`src/rtl/waterlight_pkg.sv`:
```
// Shared definitions for the WaterLight AHB-Lite control slave:
// register offsets, CTRL bit positions, mode and apply-state encodings.
package waterlight_pkg;

    localparam logic [1:0] ADDR_MODE  = 2'd0;
    localparam logic [1:0] ADDR_SPEED = 2'd1;
    localparam logic [1:0] ADDR_TICKS = 2'd2;
    localparam logic [1:0] ADDR_CTRL  = 2'd3;

    localparam int CTRL_SYNC_EN = 0;
    localparam int CTRL_PEND    = 8;

    typedef enum logic [1:0] {
        MODE_OFF = 2'b00,
        MODE_M1  = 2'b01,
        MODE_M2  = 2'b10,
        MODE_M3  = 2'b11
    } wl_mode_e;

    typedef enum logic {
        AP_IDLE = 1'b0,
        AP_PEND = 1'b1
    } apply_st_e;

    function automatic logic [31:0] ctrl_word(
        input logic sync_en,
        input logic pend
    );
        logic [31:0] w;
        w = '0;
        w[CTRL_SYNC_EN] = sync_en;
        w[CTRL_PEND]    = pend;
        return w;
    endfunction

endpackage

```
`src/rtl/ahblite_waterlight_ctrl_if.sv`:
```
// AHB-Lite bus bundle between the Cortex-M0 fabric and the WaterLight slave.
// Ports: HSEL/HADDR/HTRANS/HSIZE/HPROT/HWRITE/HWDATA/HREADY in, HREADYOUT/HRESP/HRDATA out.
interface ahblite_waterlight_ctrl_if;

    logic        HSEL;
    logic [31:0] HADDR;
    logic [1:0]  HTRANS;
    logic [2:0]  HSIZE;
    logic [3:0]  HPROT;
    logic        HWRITE;
    logic [31:0] HWDATA;
    logic        HREADY;
    logic        HREADYOUT;
    logic        HRESP;
    logic [31:0] HRDATA;

    modport master (
        output HSEL, HADDR, HTRANS, HSIZE, HPROT,
        output HWRITE, HWDATA, HREADY,
        input  HREADYOUT, HRESP, HRDATA
    );

    modport slave (
        input  HSEL, HADDR, HTRANS, HSIZE, HPROT,
        input  HWRITE, HWDATA, HREADY,
        output HREADYOUT, HRESP, HRDATA
    );

endinterface

```
`src/rtl/waterlight_tick_cnt.sv`:
```
// LEDclk rising-edge detector and 32-bit wrapping TICKS counter.
// Ports: clk, RSTn, LEDclk, clr in; rise (1-cycle pulse), ticks out.
module waterlight_tick_cnt (
    input  logic        clk,
    input  logic        RSTn,
    input  logic        LEDclk,
    input  logic        clr,
    output logic        rise,
    output logic [31:0] ticks
);

    logic        led_d;
    logic [31:0] cnt_q;

    assign rise  = LEDclk & ~led_d;
    assign ticks = cnt_q;

    always_ff @(posedge clk or negedge RSTn) begin
        if (!RSTn) begin
            led_d <= 1'b0;
        end else begin
            led_d <= LEDclk;
        end
    end

    // Clear wins over a coincident rise.
    always_ff @(posedge clk or negedge RSTn) begin
        if (!RSTn) begin
            cnt_q <= '0;
        end else if (clr) begin
            cnt_q <= '0;
        end else if (rise) begin
            cnt_q <= cnt_q + 32'd1;
        end
    end

endmodule

```
`src/rtl/ahblite_waterlight_ctrl.sv`:
```
// AHB-Lite slave holding WaterLight MODE/SPEED with optional LEDclk-synced apply.
// Ports: clk, RSTn, bus (AHB slave), LEDclk in; WaterLight_mode, WaterLight_speed out.
module ahblite_waterlight_ctrl #(
    parameter logic [31:0] SPEED_RST = 32'd5_000_000,
    parameter logic [1:0]  MODE_RST  = 2'b00
) (
    input  logic                       clk,
    input  logic                       RSTn,
    ahblite_waterlight_ctrl_if.slave   bus,
    input  logic                       LEDclk,
    output logic [1:0]                 WaterLight_mode,
    output logic [31:0]                WaterLight_speed
);

    import waterlight_pkg::*;

    logic        accept;
    logic        wr_en;
    logic        rd_en;
    logic [1:0]  addr_q;

    logic        wr_mode;
    logic        wr_speed;
    logic        wr_ticks;
    logic        wr_ctrl;

    logic [1:0]  mode_q;
    logic [1:0]  mode_d;
    logic [31:0] speed_q;
    logic [31:0] speed_d;
    logic        sync_q;
    logic        sync_d;
    logic [1:0]  wl_mode_d;
    logic [31:0] wl_speed_d;
    apply_st_e   st_q;
    apply_st_e   st_d;

    logic        rise;
    logic [31:0] ticks;
    logic [31:0] rdata;
    logic        unused_bus;

    assign unused_bus = ^{bus.HSIZE, bus.HPROT, bus.HTRANS[0],
                          bus.HADDR[31:4], bus.HADDR[1:0]};

    assign accept = bus.HSEL & bus.HTRANS[1] & bus.HREADY;

    always_ff @(posedge clk or negedge RSTn) begin
        if (!RSTn) begin
            wr_en  <= 1'b0;
            rd_en  <= 1'b0;
            addr_q <= '0;
        end else begin
            wr_en  <= accept & bus.HWRITE;
            rd_en  <= accept & ~bus.HWRITE;
            if (accept) begin
                addr_q <= bus.HADDR[3:2];
            end
        end
    end

    assign wr_mode  = wr_en & (addr_q == ADDR_MODE);
    assign wr_speed = wr_en & (addr_q == ADDR_SPEED);
    assign wr_ticks = wr_en & (addr_q == ADDR_TICKS);
    assign wr_ctrl  = wr_en & (addr_q == ADDR_CTRL);

    waterlight_tick_cnt u_tick (
        .clk    (clk),
        .RSTn   (RSTn),
        .LEDclk (LEDclk),
        .clr    (wr_ticks),
        .rise   (rise),
        .ticks  (ticks)
    );

    always_ff @(posedge clk or negedge RSTn) begin
        if (!RSTn) begin
            mode_q           <= MODE_RST;
            speed_q          <= SPEED_RST;
            sync_q           <= 1'b0;
            st_q             <= AP_IDLE;
            WaterLight_mode  <= MODE_RST;
            WaterLight_speed <= SPEED_RST;
        end else begin
            mode_q           <= mode_d;
            speed_q          <= speed_d;
            sync_q           <= sync_d;
            st_q             <= st_d;
            WaterLight_mode  <= wl_mode_d;
            WaterLight_speed <= wl_speed_d;
        end
    end

    // A rise applies the staged values as they were before this
    // cycle's write; a coincident MODE/SPEED write keeps the update
    // pending for the following rise.
    always_comb begin
        mode_d     = mode_q;
        speed_d    = speed_q;
        sync_d     = sync_q;
        st_d       = st_q;
        wl_mode_d  = WaterLight_mode;
        wl_speed_d = WaterLight_speed;

        if (wr_mode)  mode_d  = bus.HWDATA[1:0];
        if (wr_speed) speed_d = bus.HWDATA;
        if (wr_ctrl)  sync_d  = bus.HWDATA[CTRL_SYNC_EN];

        unique case (st_q)
            AP_IDLE: begin
                if (sync_q) begin
                    if (wr_mode || wr_speed) st_d = AP_PEND;
                end else begin
                    if (wr_mode)  wl_mode_d  = bus.HWDATA[1:0];
                    if (wr_speed) wl_speed_d = bus.HWDATA;
                end
            end
            AP_PEND: begin
                if (rise ||
                    (wr_ctrl && !bus.HWDATA[CTRL_SYNC_EN])) begin
                    wl_mode_d  = mode_q;
                    wl_speed_d = speed_q;
                    st_d = (wr_mode || wr_speed) ? AP_PEND : AP_IDLE;
                end
            end
        endcase
    end

    always_comb begin
        rdata = '0;
        if (rd_en) begin
            unique case (addr_q)
                ADDR_MODE:  rdata = {30'd0, mode_q};
                ADDR_SPEED: rdata = speed_q;
                ADDR_TICKS: rdata = ticks;
                ADDR_CTRL:  rdata = ctrl_word(sync_q, st_q == AP_PEND);
            endcase
        end
    end

    assign bus.HRDATA    = rdata;
    assign bus.HREADYOUT = 1'b1;
    assign bus.HRESP     = 1'b0;

endmodule

```
`src/flat_wrapper.sv`:
```
// flat-port wrapper written by rule: the top's interface ports become plain ports
module ahblite_waterlight_ctrl_flat import waterlight_pkg::*;
#(
    parameter logic [31:0] SPEED_RST = 32'd5_000_000,
    parameter logic [1:0]  MODE_RST  = 2'b00
)
  (clk, RSTn, LEDclk, WaterLight_mode, WaterLight_speed, bus_HSEL, bus_HADDR, bus_HTRANS, bus_HSIZE, bus_HPROT, bus_HWRITE, bus_HWDATA, bus_HREADY, bus_HREADYOUT, bus_HRESP, bus_HRDATA);
  ahblite_waterlight_ctrl_if bus_i ();
  input  logic clk;
  input  logic RSTn;
  input  logic LEDclk;
  output logic [1:0] WaterLight_mode;
  output logic [31:0] WaterLight_speed;
  input wire logic [$bits(bus_i.HSEL)-1:0] bus_HSEL;
  input wire logic [$bits(bus_i.HADDR)-1:0] bus_HADDR;
  input wire logic [$bits(bus_i.HTRANS)-1:0] bus_HTRANS;
  input wire logic [$bits(bus_i.HSIZE)-1:0] bus_HSIZE;
  input wire logic [$bits(bus_i.HPROT)-1:0] bus_HPROT;
  input wire logic [$bits(bus_i.HWRITE)-1:0] bus_HWRITE;
  input wire logic [$bits(bus_i.HWDATA)-1:0] bus_HWDATA;
  input wire logic [$bits(bus_i.HREADY)-1:0] bus_HREADY;
  output wire logic [$bits(bus_i.HREADYOUT)-1:0] bus_HREADYOUT;
  output wire logic [$bits(bus_i.HRESP)-1:0] bus_HRESP;
  output wire logic [$bits(bus_i.HRDATA)-1:0] bus_HRDATA;
  assign bus_i.HSEL = bus_HSEL;
  assign bus_i.HADDR = bus_HADDR;
  assign bus_i.HTRANS = bus_HTRANS;
  assign bus_i.HSIZE = bus_HSIZE;
  assign bus_i.HPROT = bus_HPROT;
  assign bus_i.HWRITE = bus_HWRITE;
  assign bus_i.HWDATA = bus_HWDATA;
  assign bus_i.HREADY = bus_HREADY;
  assign bus_HREADYOUT = bus_i.HREADYOUT;
  assign bus_HRESP = bus_i.HRESP;
  assign bus_HRDATA = bus_i.HRDATA;
  ahblite_waterlight_ctrl #(.SPEED_RST(SPEED_RST), .MODE_RST(MODE_RST)) u_core (.clk(clk), .RSTn(RSTn), .bus(bus_i), .LEDclk(LEDclk), .WaterLight_mode(WaterLight_mode), .WaterLight_speed(WaterLight_speed));
endmodule
```
`config.mk`:
```
export PLATFORM = sky130hd
export DESIGN_NAME = ahblite_waterlight_ctrl_flat
export DESIGN_NICKNAME = d
export VERILOG_FILES = /design/src/rtl/waterlight_pkg.sv /design/src/rtl/ahblite_waterlight_ctrl_if.sv /design/src/rtl/waterlight_tick_cnt.sv /design/src/rtl/ahblite_waterlight_ctrl.sv /design/src/flat_wrapper.sv
export SDC_FILE = /design/constraint.sdc
export NUM_CORES = 1
export LEC_CHECK = 0
export ABC_AREA = 1
export BUFFER_PORTS_ARGS = -buffer_cell sky130_fd_sc_hd__clkbuf_2
export CAP_MARGIN = 20
export CELL_PAD_IN_SITES_DETAIL_PLACEMENT = 0
export CELL_PAD_IN_SITES_GLOBAL_PLACEMENT = 2
export CORE_ASPECT_RATIO = 0.75
export CORE_MARGIN = 10
export CORE_UTILIZATION = 29
export CTS_BUF_LIST = sky130_fd_sc_hd__clkbuf_16
export DETAILED_ROUTE_END_ITERATION = 10
export GPL_TIMING_DRIVEN = 0
export MAX_ROUTING_LAYER = met4
export PLACE_DENSITY_LB_ADDON = 0.2
export SYNTH_ARGS = -nofsm -noshare
export SYNTH_HDL_FRONTEND = slang
export SYNTH_SLANG_ARGS = --single-unit
```
`constraint.sdc`:
```
create_clock -name clk -period 2 [get_ports clk]
set_input_delay 0.2 -clock clk [delete_from_list [all_inputs] [get_ports clk]]
set_output_delay 0.2 -clock clk [all_outputs]
set_load 0.03 [all_outputs]
```
==> impl_metrics.csv <==
group,metric,value,unit
drt,via_per_inst,4.77,
yosys,syn_area,5710,µm²
finish,nets,973,
pwr,total_power,7790,µW
finish,mostFrequentLayoutCells,"nand2_1, nor2_1, dfrtp_1, clkbuf_2, inv_1",
floorplanning,core,19300,µm²
setup_path,cp_data_required_time,1.80,ns
yosys,yosys_warnings,0,
sta,setup_violations,0,
min_path,hold_start,"bus_HWDATA[19]",
floorplanning,start_util,29.6,%
drt,vias,5496,
finish,diodes,0,
yosys,synth_area_leaders,"dfrtp_1, nand2_1, dfstp_2",
yosys,seq_area_frac_synth,47.2,%
yosys,syn-mean-instance-area,7.42,µm²
drt,ant_nets,0,
min_path,worstHoldPathType,"in -> reg",
setup_path,crit_type,"reg -> out",
floorplanning,num_io_pins,147,
placement,dp_cells,1130,
finish,utilization,37.6,%
pwr,power_density,1070,nW/µm²
yosys,synth.distinct_cells,35,
yosys,syn-instance-count,770,
grt,antenna_found_initial,0,
pwr,vdd_drop_max,0.776,mV
setup_path,startpoint,"u_core.addr_q[1]$_DFFE_PN0N_",
grt,grt_pass1_vias,5525,
drt,drcViolationCount,0,
sta,hold_viol,0,
placement,post-dp-hpwl,15700,µm
placement,place.gp.congestion,0.849,
floorplanning,rows,44,
clock_tree,cts.sinks,107,
clock_tree,cts_htree_levels,3,
clock_tree,max-clock-path-buffers,2,
floorplanning,die_h,142,µm
sta,max_freq,513,MHz
setup_path,cp.arrival,1.75,ns
sta,tightest_slew,0.645,ns
clock_tree,clkTransAtPathRegs,0.08,ns
yosys,yosys.area.top_type,"dfrtp_1",
drt,wl_met3,1040,µm
drt,avgRoutedWirePerCell,17.4,µm
drt,drt_first_iter_violations,414,
yosys,synth_seq_cells,107,
setup_path,critPathMaxFanout,10,
setup_path,endpoint_kind,"output pin",
yosys,synth_top_area_share,39.9,%
sta,min_period,1.95,ns
floorplanning,dieArea,25800,µm²
grt,grt-ovfl-total,0,
placement,pre_cts_ws,-0.0702,ns
sta,layout_setup_ws,0.0495,ns
floorplanning,chipWidth,182,µm
yosys,synth-edff-count,0,
finish,syn2layout_area_growth,27.3,%
clock_tree,cts_buffers,9,
placement,io_buffer_count,106,
setup_path,rr_startpoint,"u_core.addr_q[1]$_DFFE_PN0N_",
finish,final_common_cell,"nand2_1",
grt,grt_max_degree,63,
finish,layout-drive-gt1-share,25.7,%
yosys,ys_async_sr_fraction,100,%
sta,period_share,97.5,%
drt,wl_met1,10300,µm
sta,grt_setup_unrepaired,"yes",
outcome,status,"finished clean",
drt,top_layer_used,"met4",
grt,grt_pass1_wl,31300,µm
clock_tree,cts-root-buf,"clkbuf_16",
drt,wl_met2,8500,µm
yosys,syn_nets,850,
pwr,p_leak,0.00345,µW
drt,routed_wirelength,20000,µm
yosys,synth_ff_type,"dfrtp_1",
clock_tree,cts_tree,"yes",
drt,drtPass1Iterations,5,
sta,skew,0.00717,ns
setup_path,start_kind,"register",
finish,finalNonFillerCells,1151,
sta,max-slew-margin-rel,57.0,%
run,drv_cap,0,
sta,maxSlewViolCount,0,
clock_tree,clock_latency,0.36,ns
grt,grt_use_total,15.7,%
==> final timing paths <==
check                                                          end  slack, ns  cells past startpoint
max in group asynchronous  u_core.WaterLight_speed[11]$_DFFE_PN1P_       0.95                      3
min                                 u_core.speed_q[19]$_DFFE_PN1P_       0.05                      3
min reg2reg                         u_core.speed_q[11]$_DFFE_PN1P_       0.51                      2
max                                                 bus_HRDATA[31]       0.05                      7
max reg2reg                         u_core.speed_q[21]$_DFFE_PN0P_       0.24                      9
min in group asynchronous      u_core.u_tick.ticks[16]$_DFFE_PN0P_       0.33                      2
==> per-layer routing <==
layer  vias to the layer above  global-route usage [%]
li1                       2692                       -
met1                      2659                    22.5
met2                       133                    22.4
met3                        12                    3.25
met4                         0                    3.20
met5                         -                       -
==> area by class of cell <==
class | instances | area [µm²]
Clock inverter | 7 | 58.8
Sequential cell | 107 | 2700
Tap cell | 253 | 317
Buffer | 33 | 267
Timing Repair Buffer | 113 | 778
Clock buffer | 9 | 225
Inverter | 81 | 307
Multi-Input combinational cell | 548 | 2620
Fill cell | 2085 | 12100
==> synth_stat cells, drive strengths merged (2+ instances only) <==
cell and instances:
a21oi 80, and2 2, buf 16, clkbuf 18, conb 2, dfrtp 91
dfstp 16, inv 81, nand2 228, nand3 28, nand4 4, nor2 112
nor3 2, o21a 3, o21ai 77
==> cell families (layout without fill, tap and decap cells) <==
kind of cell               count (synthesis)  after routing  share of synthesized area [%]
and+or+nand+nor                          377            377                           26.7
adders and majority gates                  1              1                          0.219
AOI/OAI and AO/OA                        166            166                           16.8
DFF                                      107            107                           47.2
muxes                                      1              1                          0.197
buffers and inverters                    115            243                           8.61
xor gates and xnor gates                   1              1                          0.153
other                                      2              2                          0.132
==> registers in the layout, summed over array words and instances (netlist names) <==
register and cells:
u_core.u_tick.led_d 1, u_core.u_tick.ticks 32, u_core.WaterLight_speed 32, u_core.sync_q 1
u_core.addr_q 2, u_core.st_q 1, u_core.mode_q 2, u_core.wr_en 1
u_core.WaterLight_mode 2, u_core.speed_q 32, u_core.rd_en 1
==> power by group <==
part           switching, µW  total [µW]  leakage (µW)  internal [µW]
combinational           1730        2590       0.00204            860
sequential               517        3410       0.00128           2900
clock                    925        1790      0.000134            868
==> worst max-delay path, stage by stage (launching register included) <==
cell     delay, ns
dfrtp_1       0.38
buf_6         0.15
nor2_4        0.12
buf_12        0.14
buf_8         0.12
nand2_1       0.06
a21oi_2       0.21
buf_4         0.20
==> per-stage QoR <==
| stage | TNS [ns] | hold WS (ns) | instance area, µm² |
|---|---|---|---|
| 2_1_floorplan | 0 | -0.0956 | 5710 |
| 3_3_place_gp | -95.84 | 0.327 | 6560 |
| 3_5_place_dp | -0.0702 | 0.179 | 6590 |
| 4_1_cts | -0.0167 | 0.0486 | 7130 |
| 5_1_grt | -0.0195 | 0.0699 | 7270 |
| 6_report | 0 | 0.0546 | 7270 |
==> timing repair <==
| action | CTS | global route |
|---|---|---|
| resized for setup | 66 | 63 |
| setup endpoints to repair | 31 | 35 |
| gates cloned | 0 | 1 |
| hold buffers | 3 | 0 |
| pin swaps | 3 | 8 |
| buffers inserted | 0 | 2 |
| hold endpoints to repair | 47 | 0 |
No activity file was read; power rests on OpenSTA's default activity.
